## src/rtl/ysyx_23060124_ifu_fetch_pkg.sv

```systemverilog
// Shared constants and state encoding for the multi-cycle instruction fetch stage.
package ysyx_23060124_ifu_fetch_pkg;

  localparam int          IFU_ISA_WIDTH = 32;
  localparam logic [31:0] IFU_RESET_PC  = 32'h8000_0000;
  localparam int          IFU_TIMEOUT   = 255;
  localparam int          TIMEOUT_W     = 8;
  localparam logic [31:0] NOP_INS       = 32'h0000_0013;
  localparam logic [1:0]  RRESP_OKAY    = 2'b00;

  typedef enum logic [1:0] {
    ST_REQ     = 2'd0,
    ST_WAIT    = 2'd1,
    ST_HOLD    = 2'd2,
    ST_WAIT_PC = 2'd3
  } fetch_state_e;

  function automatic logic is_bus_error(input logic [1:0] resp);
    return resp != RRESP_OKAY;
  endfunction

endpackage

```

## src/rtl/ysyx_23060124_ifu_timeout.sv

```systemverilog
// Clear/enable cycle counter that flags the last permitted cycle of a read wait.
module ysyx_23060124_ifu_timeout
  import ysyx_23060124_ifu_fetch_pkg::*;
#(
  parameter int LIMIT = IFU_TIMEOUT
) (
  input  logic clk,
  input  logic clear,
  input  logic enable,
  output logic expired
);

  logic [TIMEOUT_W-1:0] count;

  always_ff @(posedge clk) begin
    if (clear) begin
      count <= '0;
    end else if (enable) begin
      count <= count + TIMEOUT_W'(1);
    end
  end

  // Fires on the LIMIT-th enabled cycle, i.e. the cycle in which the count reaches LIMIT.
  assign expired = enable && (count == TIMEOUT_W'(LIMIT - 1));

endmodule

```

## src/rtl/ysyx_23060124_ifu_fetch.sv

```systemverilog
// Instruction fetch stage: owns the PC, issues one AR/R read per instruction and
// holds the result for decode until it is accepted and the next PC arrives.
module ysyx_23060124_ifu_fetch
  import ysyx_23060124_ifu_fetch_pkg::*;
#(
  parameter int                  ISA_WIDTH       = IFU_ISA_WIDTH,
  parameter logic [ISA_WIDTH-1:0] RESET_PC       = IFU_RESET_PC,
  parameter int                  TIMEOUT         = IFU_TIMEOUT,
  parameter bit                  CHECK_PC_UPDATE = 1'b1
) (
  input  logic                 clk,
  input  logic                 rst,
  input  logic                 i_pc_update,
  input  logic [ISA_WIDTH-1:0] i_pc_next,
  output logic [ISA_WIDTH-1:0] o_araddr,
  output logic                 o_arvalid,
  input  logic                 i_arready,
  input  logic [ISA_WIDTH-1:0] i_rdata,
  input  logic [1:0]           i_rresp,
  input  logic                 i_rvalid,
  output logic                 o_rready,
  output logic                 o_valid,
  input  logic                 i_ready,
  output logic [ISA_WIDTH-1:0] o_ins,
  output logic [ISA_WIDTH-1:0] o_pc,
  output logic                 o_fetch_err,
  output logic [31:0]          o_fetch_cnt
);

  fetch_state_e         state;
  logic [ISA_WIDTH-1:0] pc;
  logic                 in_wait;
  logic                 timer_clear;
  logic                 timed_out;

  assign in_wait     = (state == ST_WAIT);
  assign timer_clear = rst || !in_wait;

  ysyx_23060124_ifu_timeout #(
    .LIMIT(TIMEOUT)
  ) u_timeout (
    .clk    (clk),
    .clear  (timer_clear),
    .enable (in_wait),
    .expired(timed_out)
  );

  // Handshake strobes are decoded from the state register; gating with rst keeps
  // them low during reset yet lets AR rise in the very first cycle after release.
  assign o_araddr  = pc;
  assign o_arvalid = !rst && (state == ST_REQ);
  assign o_rready  = !rst && in_wait;
  assign o_valid   = !rst && (state == ST_HOLD);

  always_ff @(posedge clk) begin
    if (rst) begin
      state       <= ST_REQ;
      pc          <= RESET_PC;
      o_ins       <= '0;
      o_pc        <= '0;
      o_fetch_err <= 1'b0;
      o_fetch_cnt <= '0;
    end else begin
      case (state)
        ST_REQ: begin
          if (i_arready) state <= ST_WAIT;
        end
        ST_WAIT: begin
          // A response in the final permitted cycle still beats the timeout.
          if (i_rvalid) begin
            o_ins       <= i_rdata;
            o_pc        <= pc;
            o_fetch_err <= is_bus_error(i_rresp);
            state       <= ST_HOLD;
          end else if (timed_out) begin
            o_ins       <= ISA_WIDTH'(NOP_INS);
            o_pc        <= pc;
            o_fetch_err <= 1'b1;
            state       <= ST_HOLD;
          end
        end
        ST_HOLD: begin
          if (i_ready) begin
            o_fetch_cnt <= o_fetch_cnt + 32'd1;
            state       <= ST_WAIT_PC;
          end
        end
        ST_WAIT_PC: begin
          if (i_pc_update) begin
            pc    <= i_pc_next;
            state <= ST_REQ;
          end
        end
        default: state <= ST_REQ;
      endcase
    end
  end

  // A PC update outside WAIT_PC is dropped by the FSM and signals an upstream bug.
  pc_update_only_in_wait_pc: assert property (
    @(posedge clk) disable iff (rst || !CHECK_PC_UPDATE)
    i_pc_update |-> (state == ST_WAIT_PC)
  ) else $error("i_pc_update asserted outside WAIT_PC");

endmodule

```

## config.mk

```make
export PLATFORM = sky130hd
export DESIGN_NAME = ysyx_23060124_ifu_fetch
export DESIGN_NICKNAME = d
export VERILOG_FILES = /design/src/rtl/ysyx_23060124_ifu_fetch_pkg.sv /design/src/rtl/ysyx_23060124_ifu_timeout.sv /design/src/rtl/ysyx_23060124_ifu_fetch.sv
export SDC_FILE = /design/constraint.sdc
export NUM_CORES = 1
export LEC_CHECK = 0
export ABC_AREA = 1
export ABC_CLOCK_PERIOD_IN_PS = 3000
export CAP_MARGIN = 25
export CELL_PAD_IN_SITES_DETAIL_PLACEMENT = 0
export CELL_PAD_IN_SITES_GLOBAL_PLACEMENT = 1
export CORE_ASPECT_RATIO = 0.7
export CORE_MARGIN = 5
export CORE_UTILIZATION = 32
export DETAILED_ROUTE_END_ITERATION = 8
export PLACE_DENSITY_LB_ADDON = 0.1
export REMOVE_ABC_BUFFERS = 1
export SYNTH_ARGS = -nofsm -noshare
export SYNTH_HDL_FRONTEND = slang
export SYNTH_HIERARCHICAL = 1
export SYNTH_SLANG_ARGS = --single-unit
```

## constraint.sdc

```tcl
create_clock -name clk -period 3 [get_ports clk]
set_input_delay 0.75 -clock clk [delete_from_list [all_inputs] [get_ports clk]]
set_output_delay 0.75 -clock clk [all_outputs]
set_load 0.1 [all_outputs]
```

### Word level (Yosys, flattened, before mapping)

Cells that the tools add are included.

| operators by class | value |
|---|---|
| muxes and demuxes | 12 |
| eq/ne operators | 8 |
| reductions and logical operators | 14 |
| add/subtract/negate cells | 2 |

Operators with widths:

| operator | count |
|---|---|
| $mux W32 | 4 |
| $add A32 B1 Y32 const B | 1 |
| $mux W2 | 5 |
| $add A8 B1 Y8 const B | 1 |
| $eq A8 B8 Y1 const B | 1 |
| $pmux W2 S4 | 1 |
| $ne A2 B2 Y1 const B | 3 |
| $reduce_and A2 Y1 | 3 |
| $eq A2 B2 Y1 const B | 2 |
| $logic_and A1 B1 Y1 | 4 |
| $reduce_and A4 Y1 | 1 |
| $reduce_bool A2 Y1 | 2 |
| $ne A3 B2 Y1 const B | 1 |
| $eq A2 B1 Y1 const B | 1 |
| $logic_not A1 Y1 | 2 |
| $logic_not A2 Y1 | 1 |
| $mux W1 | 2 |
| $logic_or A1 B1 Y1 | 1 |

| word-level totals | value |
|---|---|
| input port bits | 72 |
| register bits after elaboration | 139 |

### Depth between registers and ports, before layout

Gate-level depths: netlist of the first run.

| depth | value |
|---|---|
| depth after elaboration | 5 |
| depth in mapped cells | 11 |

### Cells and area by module

The synthesis of the first run kept the hierarchy.

Modules (own cells, without submodules):

| module | times used | cells an instance | sequential area each (µm²) | area an instance (µm²) |
|---|---|---|---|---|
| ysyx_23060124_ifu_fetch | 1 | 718 | 2622.5 | 5217.5 |
| ysyx_23060124_ifu_timeout | 1 | 55 | 160.2 | 392.9 |

### Worst setup path before layout of the first run

No wires, ideal clock.

| timing path | value |
|---|---|
| path kind | input port to output port |
| start | input rst |
| end | output o_arvalid |
| stages | 3 |
| slack | -0.118 ns |
| data required time | 2.250 ns |
| arrival | 2.368 ns |
| path through | buf_2 clkbuf_1 nor2_1 |

| on the way | value |
|---|---|
| longest elaborated chain between the ends | 2 |

Ends and longest elaborated chain:

| what | line | text |
|---|---|---|
| start: declaration | ysyx_23060124_ifu_fetch.sv:12 | `input logic rst,` |
| $logic_not A1 Y1 | ysyx_23060124_ifu_fetch.sv:51 | `assign o_arvalid = !rst && (state == ST_REQ);` |
| $logic_and A1 B1 Y1 | ysyx_23060124_ifu_fetch.sv:51 |  |
| end: declaration | ysyx_23060124_ifu_fetch.sv:16 | `output logic o_arvalid,` |

No other way between the ends.

### Final worst setup path of the first run

| timing path | value |
|---|---|
| start | register state[1] |
| end | output o_rready |

| on the way | value |
|---|---|
| longest elaborated chain between the ends | 2 |

Ends and longest elaborated chain:

| what | line | text |
|---|---|---|
| start: declaration | ysyx_23060124_ifu_fetch.sv:30 | `fetch_state_e state;` |
| start signal: assignment | ysyx_23060124_ifu_fetch.sv:57 | `state <= ST_REQ;` |
| start signal: assignment | ysyx_23060124_ifu_fetch.sv:66 | `if (i_arready) state <= ST_WAIT;` |
| start signal: assignment | ysyx_23060124_ifu_fetch.sv:74 | `state <= ST_HOLD;` |
| $eq A2 B1 Y1 | ysyx_23060124_ifu_fetch.sv:36 | `assign in_wait = (state == ST_WAIT);` |
| via in_wait | ysyx_23060124_ifu_fetch.sv:32 | `logic in_wait;` |
| $logic_and A1 B1 Y1 | ysyx_23060124_ifu_fetch.sv:52 | `assign o_rready = !rst && in_wait;` |
| end: declaration | ysyx_23060124_ifu_fetch.sv:21 | `output logic o_rready,` |

The timed path passes the listed nets, and every way through them passes these cells.

==> results of run 1 <==
-- Yosys cell counts --
| library cell | instances |
|---|---|
| and3_1 | 1 |
| nor3b_1 | 1 |
| buf_1 | 1 |
| nand2_4 | 1 |
| xor2_1 | 1 |
| nor3_2 | 1 |
| nand3_1 | 23 |
| inv_1 | 61 |
| o21a_1 | 2 |
| o21ai_0 | 81 |
| or2_2 | 1 |
| nor2_4 | 5 |
| buf_2 | 8 |
| nand2_2 | 4 |
| o221a_2 | 3 |
| or2_1 | 1 |
| nand4_1 | 8 |
| clkbuf_1 | 23 |
| nor3_1 | 13 |
| inv_2 | 1 |
| dfxtp_1 | 139 |
| nor2_1 | 185 |
| a21oi_1 | 47 |
| nand3_2 | 3 |
| clkinv_1 | 1 |
| ha_1 | 7 |
| nand2_1 | 142 |
| nand3b_1 | 2 |
| nor2_2 | 7 |
-- how the worst max path moves through the flow --
stage	slack, ns	from	depth (start not counted)	end
floorplan	0.16	state[1]	4	o_rready
global placement	0.61	i_rvalid	5	o_ins[4]
detailed placement	0.58	i_rvalid	5	o_ins[4]
CTS	0.40	state[1]	5	o_rready
global route	0.25	state[1]	5	o_rready
finish	0.43	state[1]	5	o_rready
-- sequential cells by signal, summed over array words and instances (netlist names) --
name             cells
o_araddr            32
o_fetch_cnt         32
o_fetch_err          1
o_ins               32
o_pc                32
state                2
u_timeout/count      8
-- area by class of cell --
class                      count  area [um2]  share of cell area (%)
sequential                   139        2783                   34.16
clock buffer                  19       442.9                   5.437
tap                          231       289.0                   3.548
multi-input combinational    539        2461                   30.21
timing repair buffer         209        1804                   22.15
clock inverter                13       130.1                   1.597
inverter                      63       236.5                   2.903
-- through the flow --
step	utilization [%]	total power, uW	instances	setup slack, ns	hold WS [ns]
global placement	44.12	5047	1181	0.6101	0.4496
global route	47.46	7368	1213	0.2454	0.4809
detailed placement	44.12	5051	1181	0.5794	0.4544
floorplan	-	4326	741	0.1579	0.4434
CTS	47.46	7119	1213	0.4024	0.4643
finish	47.46	7036	1213	0.4328	0.4605
-- power by group through the flow --
| stage | registers, uW | clock network [uW] | logic, uW |
|---|---|---|---|
| 6_report | 2210 | 2040 | 2780 |
| 5_1_grt | 2250 | 2200 | 2920 |
| 4_1_cts | 2210 | 2100 | 2800 |
| 3_5_place_dp | 2250 | 0 | 2800 |
| 3_3_place_gp | 2250 | 0 | 2800 |
| 2_1_floorplan | 3770 | 0 | 559 |
-- worst max-delay path: cells and delay by family, from the launching register on --
family,cells,cell delay [ns]
buf+inv,3,0.42
fa+ha+maj,1,0.41
flops,1,0.32
simple gates,1,0.25
-- metal layers --
layer	vias to the layer above	track usage (%)	share of wire [%]
met1	2376	26.52	53
met2	153	24.82	39
met5	-	0	0
li1	2861	-	-
met3	20	4.608	6.1
met4	0	5.271	1.6
-- kinds of logic after synthesis --
group,after synthesis,share of synthesized area [%]
AO/OA/AOI/OAI,133,12.29
XOR/XNOR,1,0.1561
adder cells (fa/ha/maj),7,1.561
buffers and inverters,95,6.534
flip-flops,139,49.60
AND/OR/NAND/NOR,398,29.86
==> flow_metrics.tcl, run 1 <==
set metrics [dict create \
    post_cts_buffers 0 \
    critPathMaxStageDelay_ns 0.41 \
    clk_latency_ns 0.42 \
    grt_pass1_wl_um 28640 \
    dp_hpwl_um 12630 \
    slew_viol_final 0 \
    dr_total_vias 5410 \
    antennaDiodeCount 0 \
    combinationalPowerShare_pct 39.5 \
    dpl_cell_area_um2 7574 \
    synth_area_um2 5610 \
    final_common_cell "nor2_1" \
    crit_chain "inv_1 -> ha_1 -> inv_1 -> nor2_1 -> buf_12" \
    swShare_pct 45.21 \
    post_cts_resized 0 \
    die_area_um2 20320 \
    cp.arrival_ns 1.82 \
    numCtsBuffers 17 \
    whs_path_depth 2 \
    crit_type "reg -> out" \
    synth_cell_types 29 \
    period_minus_slack_ns 2.567 \
    layout_common_cells "185 x nor2_1, 142 x nand2_1, 139 x dfxtp_1" \
    hp-class "reg -> reg" \
    power_density_nw_per_um2 863.7 \
    io_pins 204 \
    slew_headroom_pct 54.11 \
    fin_skew_ns 0.01042 \
    reg2regPathDepth 8 \
    reg2reg_slack_ns 0.70 \
    grt_pass1_vias 5096 \
    wl_um 18000 \
    nFillCells 1755 \
    grt_max_degree 68 \
    holdCritStartpoint "o_ins[2]" \
    holdBufCountCts 0 \
    hold-path-endpoint "o_ins[2]" \
    cts_tree "built" \
    switching_power_uw 3181 \
    ys_seq_elements 139 \
    die_y_um 120.8 \
    synth-seq-area-share_pct 49.60 \
    worst_setup_path_end_kind "primary output" \
    fin_nets 1048 \
    synth_top_area_share_pct 49.60 \
    internal_power_uw 3855 \
    layout-drive-gt1-share_pct 20.06 \
    cpMaxStageDelayCell "ha_1" \
    dr.pass1.iters 4 \
    antenna_found_initial 0 \
    clkPwrFrac_pct 29.0 \
    fin_crit_sh_pct 85.58 \
    p_seq_share_pct 31.5 \
    fmax_mhz 389.5 \
    tightest_slew_ns 0.6873 \
    drc 0 \
    viasPerCell 4.460 \
    root_buffer "clkbuf_16" \
    reg2reg_to "o_ins[4]" \
    power.leakage_uw 0.003349 \
    fp.dieW_um 168.3 \
    netlist_instances 773 \
    cp_common_cell "inv_1" \
    yosysWarnings 6 \
    rr_startpoint "state[1]" \
    coreArea_um2 17170 \
    rows 40 \
    grt_setup_unrepaired "no" \
    crit_required_ns 2.25 \
    avgRoutedWirePerCell_um 14.84 \
    clk_pin_slew_worst_paths_ns 0.06 \
    start_util_pct 32.68 \
    outcome "finished, final reports clean" \
    track_usage_pct 17.75 \
    cp-start-kind "flop" \
    synth_area_leaders "dfxtp_1 50%, nor2_1 12%, nand2_1 9.5%" \
    finalSetupTns_ns 0 \
    ant_nets 0 \
    portBuffers 203 \
    fin_area_um2 8147 \
    synth_top_area_cell "dfxtp_1" \
    drtIter0Drc 362 \
    cts.sinks 139 \
    synthToLayoutAreaGrowth_pct 45.21 \
    ctsHtreeMaxLevel 4 \
    syn_area_per_cell_um2 7.258 \
    drv_cap 0 \
    place.gp.congestion 0.7826 \
    peakVddDrop_uv 468.9 \
    worstPathMaxFanout 11 \
    hold_viol 0 \
    max-clock-path-buffers 2 \
    grt-ovfl-total 0 \
    setup_viol 0 \
]
Power figures use the tool's default switching activity.
==> inputs of run 2 (changes only) <==
Settings changed: CORE_ASPECT_RATIO 0.7 to default.
==> flow_metrics.tcl, run 2 (synthesized netlist as in run 1, its figures left out) <==
set metrics [dict create \
    fin_skew_ns 0.01208 \
    place.gp.congestion 0.7486 \
    track_usage_pct 17.11 \
    viasPerCell 4.490 \
    antennaDiodeCount 0 \
    holdBufCountCts 0 \
    hold_viol 0 \
    clk_pin_slew_worst_paths_ns 0.06 \
    setup_viol 0 \
    post_cts_resized 0 \
    dr.pass1.iters 4 \
    portBuffers 203 \
    grt_max_degree 67 \
    highest_layer "met4" \
    period_minus_slack_ns 2.528 \
    start_util_pct 32.55 \
    dr_total_vias 5420 \
    worst_setup_path_end_kind "primary output" \
    synthToLayoutAreaGrowth_pct 44.54 \
    layout_common_cells "185 x nor2_1, 142 x nand2_1, 139 x dfxtp_1" \
    coreArea_um2 17240 \
    drtIter0Drc 157 \
    power_density_nw_per_um2 850.4 \
    max-clock-path-buffers 2 \
    io_pins 204 \
    slew_headroom_pct 55.53 \
    fin_crit_sh_pct 84.27 \
    rows 48 \
    final_common_cell "nor2_1" \
    layout-drive-gt1-share_pct 20.16 \
    combinationalPowerShare_pct 40.2 \
    peakVddDrop_uv 410.0 \
    die_y_um 142.4 \
    swShare_pct 45.58 \
    fin_nets 1049 \
    grt-ovfl-total 0 \
    placed_cells 1176 \
    fmax_mhz 395.5 \
    dp_hpwl_um 12250 \
    wl_met2_um 7946 \
    drc 0 \
    ctsHtreeMaxLevel 4 \
    switching_power_uw 3143 \
    grt_pass1_wl_um 27360 \
    worstPathMaxFanout 11 \
    instances_no_fill 1207 \
    avgRoutedWirePerCell_um 14.52 \
    root_buffer "clkbuf_16" \
    outcome "finished, final reports clean" \
    cts_tree "built" \
    cp-start-kind "flop" \
    power.leakage_uw 0.003336 \
    crit_type "reg -> out" \
    drv_cap 0 \
    wl_met3_um 1183 \
    clkPwrFrac_pct 27.7 \
    wl_met1_um 8093 \
    tightest_slew_ns 0.6661 \
    finalSetupTns_ns 0 \
    fp.dieW_um 142.4 \
    die_area_um2 20280 \
    ant_nets 0 \
    whs_ns 0.4591 \
    post_cts_buffers 0 \
    p_seq_share_pct 32.1 \
    clk_latency_ns 0.41 \
    hp-class "reg -> reg" \
    antenna_found_initial 0 \
    crit_required_ns 2.25 \
    internal_power_uw 3753 \
    wl_um 17530 \
    grt_pass1_vias 5191 \
    grt_setup_unrepaired "no" \
    cp.arrival_ns 1.78 \
    numCtsBuffers 17 \
    cts.sinks 139 \
    slew_viol_final 0 \
]
-- run 2: cell type report --
| type | instances | area, um2 |
|---|---|---|
| clock inverters | 13 | 96.34 |
| clock buffers | 18 | 439.2 |
| well taps | 225 | 281.5 |
| repair buffers | 210 | 1812 |
| multi-input cells | 539 | 2461 |
| flip-flops and latches | 139 | 2783 |
| fillers | 1821 | 9128 |
| inverters | 63 | 236.5 |
-- run 2: worst max-delay path, stage by stage (launching register included) --
cell	delay (ns)
dfxtp_1	0.33
inv_1	0.09
ha_1	0.40
inv_1	0.10
nor2_1	0.23
buf_12	0.21
-- run 2: final timing paths --
kind | to | cells after the start | start | slack, ns
setup / recovery | o_rready | 5 | state[1] | 0.47
hold / removal | o_ins[20] | 2 | o_ins[20] | 0.46
setup reg to reg | o_ins[1] | 8 | state[1] | 0.79
hold reg to reg | o_ins[20] | 2 | o_ins[20] | 0.46
-- run 2: per-layer routing --
metal  track usage, %  vias up
met3            4.603       14
met5                0        -
li1                 -     2847
met1            21.99     2417
met4            5.853        0
met2            27.88      142
-- run 2: per-stage QoR --
stage          util, %  power (uW)  cell area, um2  worst slack, ns
5_1_grt          47.05        7219            8109           0.2748
3_3_place_gp     43.94        5042            7574           0.6393
4_1_cts          47.05        6984            8109           0.4451
3_5_place_dp     43.94        5047            7574           0.6245
2_1_floorplan        -        4326            5480           0.1579
6_report         47.05        6896            8109           0.4718
-- run 2: power by group through the flow --
stage	combinational, uW	clock (uW)	sequential, uW
4_1_cts	2800	1970	2220
3_3_place_gp	2790	0	2250
5_1_grt	2920	2050	2250
6_report	2770	1910	2210
2_1_floorplan	559	0	3770
3_5_place_dp	2790	0	2250
==> inputs of run 3 (changes only) <==
Settings changed: ABC_CLOCK_PERIOD_IN_PS 3000 to 2100, CORE_UTILIZATION 32 to 28.
Clock period 3 ns to 2.1 ns, I/O delays scaled along.
==> flow_metrics.tcl, run 3 (synthesized netlist as in run 1, its figures left out) <==
set metrics [dict create \
    cp-start-kind "flop" \
    whs_path_depth 2 \
    cp_num_buf_inv 3 \
    peakVddDrop_uv 559.8 \
    drc 0 \
    crit_type "reg -> out" \
    fin_nets 1061 \
    grt_setup_unrepaired "no" \
    grt_pass1_wl_um 28670 \
    viasPerCell 4.319 \
    max-clock-path-buffers 2 \
    crit_required_ns 1.57 \
    grt_pass1_vias 5273 \
    tightest_slew_ns 0.4201 \
    finalSetupTns_ns 0 \
    reg2reg_to "o_ins[26]" \
    track_usage_pct 15.91 \
    ctsHtreeMaxLevel 4 \
    cp_top_family "flip-flops" \
    grt-ovfl-total 0 \
    slew_headroom_pct 71.78 \
    cts.sinks 139 \
    cts_tree "built" \
    dr.pass1.iters 4 \
    power.leakage_uw 0.003476 \
    layout-drive-gt1-share_pct 21.91 \
    coreArea_um2 19590 \
    clk_latency_ns 0.42 \
    die_area_um2 22970 \
    worst_setup_path_end_kind "primary output" \
    root_buffer "clkbuf_16" \
    final_common_cell "nor2_1" \
    setup_ws_ns 0.09861 \
    clk_pin_slew_worst_paths_ns 0.07 \
    dpl_cell_area_um2 8001 \
    hold_viol 0 \
    layout_common_cells "182 x nor2_1, 142 x nand2_1, 138 x dfxtp_1" \
    reg2reg_slack_ns 0.37 \
    power_density_nw_per_um2 1179 \
    critPathMaxStageDelay_ns 0.35 \
    fp.dieW_um 151.6 \
    outcome "finished, final reports clean" \
    fin_area_um2 8592 \
    reg2regPathDepth 9 \
    die_y_um 151.6 \
    hp-class "reg -> reg" \
    io_pins 204 \
    place.gp.congestion 0.7435 \
    ant_nets 0 \
    avgRoutedWirePerCell_um 14.47 \
    cp_common_cell "inv_1" \
    period_minus_slack_ns 2.001 \
    fin_crit_sh_pct 95.30 \
    portBuffers 203 \
    instances_no_fill 1261 \
    synthToLayoutAreaGrowth_pct 53.14 \
    cpMaxStageDelayCell "dfxtp_2" \
    setup_viol 0 \
    fin_skew_ns 0.01401 \
    rows 51 \
    dp_hpwl_um 12960 \
    slew_viol_final 0 \
    cp.arrival_ns 1.48 \
    antenna_found_initial 1 \
    hold-path-endpoint "o_ins[19]" \
    fmax_mhz 499.7 \
    holdCritStartpoint "o_ins[19]" \
    drtIter0Drc 204 \
    holdBufCountCts 0 \
    rr_startpoint "u_timeout/count[0]" \
    wl_um 18240 \
    numCtsBuffers 17 \
    dr_total_vias 5446 \
    crit_chain "inv_1 -> ha_2 -> inv_1 -> nor2_2 -> buf_12" \
    start_util_pct 28.64 \
    p_total_uw 10130 \
    dpl_worst_slack_ns 0.05347 \
    placed_cells 1228 \
    drv_cap 0 \
    worstPathMaxFanout 4 \
    grt_max_degree 70 \
]
-- run 3: worst min-delay path, cell delays in order (launching register included) --
cell,delay [ns]
dfxtp_1,0.31
nand2_1,0.06
a21oi_1,0.05
-- run 3: what timing repair did --
action                     4_1_cts  5_1_grt
setup endpoints to repair        2        3
resized for setup                3        5
buffers inserted                 0        0
hold endpoints to repair         0        0
-- run 3: worst max-delay path by stage --
stage / start / endpoint / slack (ns) / cells past startpoint
4_1_cts: state[1] / o_rready / 0.03 / 5
3_5_place_dp: i_ready / o_fetch_cnt[23] / 0.05 / 8
3_3_place_gp: i_ready / o_fetch_cnt[23] / 0.10 / 8
2_1_floorplan: state[1] / u_timeout/count[0] / -0.60 / 8
5_1_grt: state[0] / o_valid / 0.01 / 5
6_report: state[0] / o_valid / 0.1 / 5
-- run 3: stage by stage --
step                      util [%]  hold WS (ns)
after detailed placement     40.84        0.4553
after CTS                    43.76        0.4658
final                        43.86        0.4612
after floorplan                  -        0.4434
after global placement       40.84        0.4495
after global routing         43.86        0.4783
-- run 3: cell type report --
type                       count  area (um2)
antenna                        1       2.502
multi-input combinational    539        2484
tap                          265       331.6
inverter                      63       236.5
clock inverter                14       125.1
fill                        2046       11000
timing repair buffer         222        2190
sequential                   139        2784
clock buffer                  18       439.2
-- run 3: layer usage --
| metal | track usage, % | wire (um) | part of all wire (%) | vias up |
|---|---|---|---|---|
| met1 | 21.55 | 8828 | 48 | 2411 |
| met2 | 24.54 | 7917 | 43 | 139 |
| met3 | 4.224 | 1231 | 6.7 | 17 |
| met5 | 0 | 0 | 0 | - |
| li1 | - | - | - | 2879 |
| met4 | 5.481 | 263 | 1.4 | 0 |
-- run 3: power by group --
part	switching (uW)	total [uW]	internal, uW
clock network	1300	2890	1590
logic	3140	4090	947
registers	189	3150	2970
